File: config.mk
export PLATFORM = sky130hd
export DESIGN_NAME = seq_magnitude_comparator
export DESIGN_NICKNAME = d
export VERILOG_FILES = /design/src/rtl/seq_magnitude_comparator.sv
export SDC_FILE = /design/constraint.sdc
export NUM_CORES = 1
export LEC_CHECK = 0
export CAP_MARGIN = 40
export CELL_PAD_IN_SITES_DETAIL_PLACEMENT = 0
export CELL_PAD_IN_SITES_GLOBAL_PLACEMENT = 2
export CORE_ASPECT_RATIO = 0.9
export CORE_MARGIN = 2
export CORE_UTILIZATION = 31
export DETAILED_ROUTE_END_ITERATION = 8
export PLACE_DENSITY = 0.78
export REMOVE_ABC_BUFFERS = 1
export SLEW_MARGIN = 40
export SYNTH_ARGS = -nofsm -noshare
export SYNTH_HDL_FRONTEND = slang
export SYNTH_SLANG_ARGS = --single-unit
File: constraint.sdc
create_clock -name clk -period 2.7 [get_ports clk]
set_input_delay 0.54 -clock clk [delete_from_list [all_inputs] [get_ports clk]]
set_output_delay 0.54 -clock clk [all_outputs]
set_load 0.01 [all_outputs]
File: src/rtl/seq_magnitude_comparator.sv
// Multi-cycle magnitude comparator: walks the operands DIGIT bits per clock,
// MSB digit first, stopping at the first differing digit.
module seq_magnitude_comparator #(
  parameter int WIDTH = 16,
  parameter int DIGIT = 4
) (
  input  logic                            clk,
  input  logic                            rst_n,
  input  logic                            start_valid,
  output logic                            start_ready,
  input  logic [WIDTH-1:0]                A,
  input  logic [WIDTH-1:0]                B,
  input  logic                            signed_mode,
  output logic                            res_valid,
  input  logic                            res_ready,
  output logic                            A_gt_B,
  output logic                            A_eq_B,
  output logic                            A_lt_B,
  output logic [$clog2(WIDTH/DIGIT):0]    steps
);

  localparam int NDIG = WIDTH / DIGIT;
  localparam int IW   = (NDIG > 1) ? $clog2(NDIG) : 1;
  localparam int SW   = $clog2(NDIG) + 1;

  typedef enum logic [1:0] {IDLE, CMP, DONE} state_t;

  state_t           state, state_nxt;
  logic [WIDTH-1:0] a_q, b_q;
  logic [IW-1:0]    idx;
  logic [DIGIT-1:0] da, db;
  logic             accept;

  always_ff @(posedge clk or negedge rst_n) begin
    if (!rst_n) state <= IDLE;
    else        state <= state_nxt;
  end

  always_comb begin
    state_nxt   = state;
    start_ready = 1'b0;
    res_valid   = 1'b0;
    da          = a_q[idx*DIGIT +: DIGIT];
    db          = b_q[idx*DIGIT +: DIGIT];
    unique case (state)
      IDLE: begin
        start_ready = 1'b1;
        if (start_valid) state_nxt = CMP;
      end
      CMP: begin
        if (da != db || idx == '0) state_nxt = DONE;
      end
      DONE: begin
        res_valid = 1'b1;
        if (res_ready) state_nxt = IDLE;
      end
      default: state_nxt = IDLE;
    endcase
  end

  assign accept = start_valid && (state == IDLE);

  // Flipping the sign bit maps two's-complement onto offset binary,
  // so the digit walk below is always an unsigned compare.
  always_ff @(posedge clk or negedge rst_n) begin
    if (!rst_n) begin
      a_q    <= '0;
      b_q    <= '0;
      idx    <= '0;
      steps  <= '0;
      A_gt_B <= 1'b0;
      A_eq_B <= 1'b0;
      A_lt_B <= 1'b0;
    end else if (accept) begin
      a_q    <= {A[WIDTH-1] ^ signed_mode, A[WIDTH-2:0]};
      b_q    <= {B[WIDTH-1] ^ signed_mode, B[WIDTH-2:0]};
      idx    <= IW'(NDIG - 1);
      steps  <= '0;
      A_gt_B <= 1'b0;
      A_eq_B <= 1'b0;
      A_lt_B <= 1'b0;
    end else if (state == CMP) begin
      steps <= steps + SW'(1);
      if (da != db) begin
        A_gt_B <= (da > db);
        A_lt_B <= (da < db);
      end else if (idx == '0) begin
        A_eq_B <= 1'b1;
      end else begin
        idx <= idx - IW'(1);
      end
    end
  end

endmodule

==> metrics <==
Yosys cell types 28; initial antenna violation count 0; Die Span X between 90 and 100 um; commonest cells in the netlist 59 x nand2_2, 42 x dfrtp_1, 37 x nand2_1; CTS tree built; Worst slew margin roughly 63%; Routed Antenna Nets 0; crit start category register; CP endpoint kind register; CP required 2.92 ns; Die Height between 80 and 90 um; vias in the first global route approximately 1,600; Iteration-0 DRC Markers 42; Synth Flop Type dfrtp_1; CTS root buffer clkbuf_8; number of port buffers 44; CP max FO 11; via count around 1,400; post-cts sizing count 0; Num CTS Buffers 5; worst skew pair latency between 0.2 and 0.3 ns; Sink Count between 40 and 50; RSZ-0062 raised after global routing false; H-tree depth 2; Synth async-reset ratio 100%; syn_area_per_cell 10.8 um2; Top Ports 45; Fmax achieved 0.411 GHz; GPL Wtd Cong slightly below 0.7; area delta synth->final 24.7%; Seq/Total Area, Yosys 48.3%; WS Path Type reg -> reg; # Post-CTS Setup Buffers 0; Slew Limit Fails 0; Hold Buf Count CTS 0; Max VDD drop between 0.2 and 0.3 mV; clk buf depth 2; PD cells between 900 and 1000 nW/um2; reg2reg path depth 6; Yosys reg bits between 40 and 50; Final HPWL DP just under 3000 um; Final period util about nine tenths; Starting Density approximately a third; internal reg-to-reg setup slack around 0.27 ns; top-area cell type share of the netlist area around 48%; status complete, no violations; Routed Wire Length roughly 3900 um; Avg Vias per Cell around 4.2; max cap viols 0; Syn Std Cell Area around 2200 um2; RR Endpoint idx[0]; Synth area leader dfrtp_1; GR Overflow Total 0; most common cell in the netlist nand2_2; Post-synth EDFFs 0; Hold/Removal Path Class in -> async; final setup fails 0; largest net degree at the start of global routing 43; post-synthesis cell count between 200 and 250; die area roughly 7700 um2; final hold slack between 0.2 and 0.25 ns; layout cells sized above 1 about 33%; core area between 6000 and 7000 um2; first-pass GRT wire length around 7000 um; total track usage about 11%; P_leak 1.26 nW; Residual DRC 0; setup tns final 0 ns; clock slew at reported path FFs approximately 0.080 ns; num rows 28; First-pass DRT Iterations 4; fin crit period approximately 2.4 ns; final hold violations 0; slew at the pin closest to its max-slew limit roughly 0.55 ns; clk_skew ~0.0053 ns; CP arrival 2.65 ns; synth warn 0; routed len/inst 11.7 um; ANT cells 0; nets ~290; Synth area leaders dfrtp_1 48%, nand2_2 17%, mux4_2 8.3%; reg-to-reg startpoint idx[0]
-- critical path, stage by stage (launching register included) --
cell and delay [ns]:
dfrtp_1 0.69, mux4_2 0.58, ha_1 0.34, nand4_2 0.17, nor3_2 0.37, nor3_1 0.08, a21oi_1 0.13
-- registers in the layout (all words and copies together), names as in the netlist --
| name | cells |
|---|---|
| idx | 2 |
| A_gt_B | 1 |
| a_q | 16 |
| A_lt_B | 1 |
| steps | 3 |
| b_q | 16 |
| state | 2 |
| A_eq_B | 1 |
-- cell families (layout without fill, tap and decap cells) --
kind of cell,after synthesis,in the layout,synth area share (%)
compound gates,15,15,4.25
buf+inv,17,61,6.49
flops,42,42,48.3
simple gates,111,111,27.9
fa+ha+maj,6,6,3.45
xor+xnor,2,2,0.805
mux,9,9,8.79
-- placed cells by master (no fill, tap or decap), drive strengths merged --
cell type / instances
nand2: 96
clkdlybuf4s50: 43
dfrtp: 42
mux4: 8
inv: 8
clkbuf: 7
ha: 6
a21oi: 5
o21ai: 5
nor2: 4
nor3: 3
and2b: 2
a22o: 2
xnor2: 2
buf: 2
nand4: 1
nand3: 1
mux2: 1
o21bai: 1
nand2b: 1
and2: 1
or2: 1
o2bb2ai: 1
and3: 1
a31o: 1
clkinv: 1
-- worst max path at each step --
stage,start,to,slack [ns],cells past startpoint
floorplan,idx[0],idx[0],0.51,6
global placement,idx[0],idx[0],0.31,6
detailed placement,idx[0],idx[0],0.28,6
CTS,idx[0],idx[0],0.24,6
global route,idx[0],idx[0],0.04,6
finish,idx[0],idx[0],0.27,6
-- layout make-up --
class / count / area (um2)
fillers: 676 / 3980
clock inverters: 1 / 5.00
well taps: 90 / 113
inverters: 8 / 30.0
repair buffers: 45 / 445
clock buffers: 7 / 86.3
multi-input cells: 143 / 985
flip-flops and latches: 42 / 1050
-- power breakdown --
part           total (mW)  internal, mW  leakage, nW  switching (mW)
registers            1.10         0.907        0.519           0.194
clock network       0.407         0.206       0.0482           0.201
logic                1.20         0.600        0.693           0.595
total                2.70          1.71         1.26           0.991
-- metrics by stage --
step	power (mW)	cell area, um2	cells	worst slack, ns	utilization [%]
CTS	2.76	2720	336	0.237	40.6
global route	2.98	2720	336	0.0352	40.6
floorplan	1.96	2070	193	0.515	-
finish	2.70	2720	336	0.270	40.6
global placement	2.33	2620	328	0.308	39.2
detailed placement	2.34	2620	328	0.276	39.2
-- per-layer routing --
layer | wire, um | track usage (%) | share of wire [%]
met5 | 0 | 0 | 0
met1 | 2040 | 16.3 | 52
met3 | 177 | 2.89 | 4.5
met4 | 31 | 3.26 | 0.79
met2 | 1700 | 17.0 | 43
Note: power is estimated with default switching activity, not from simulation.
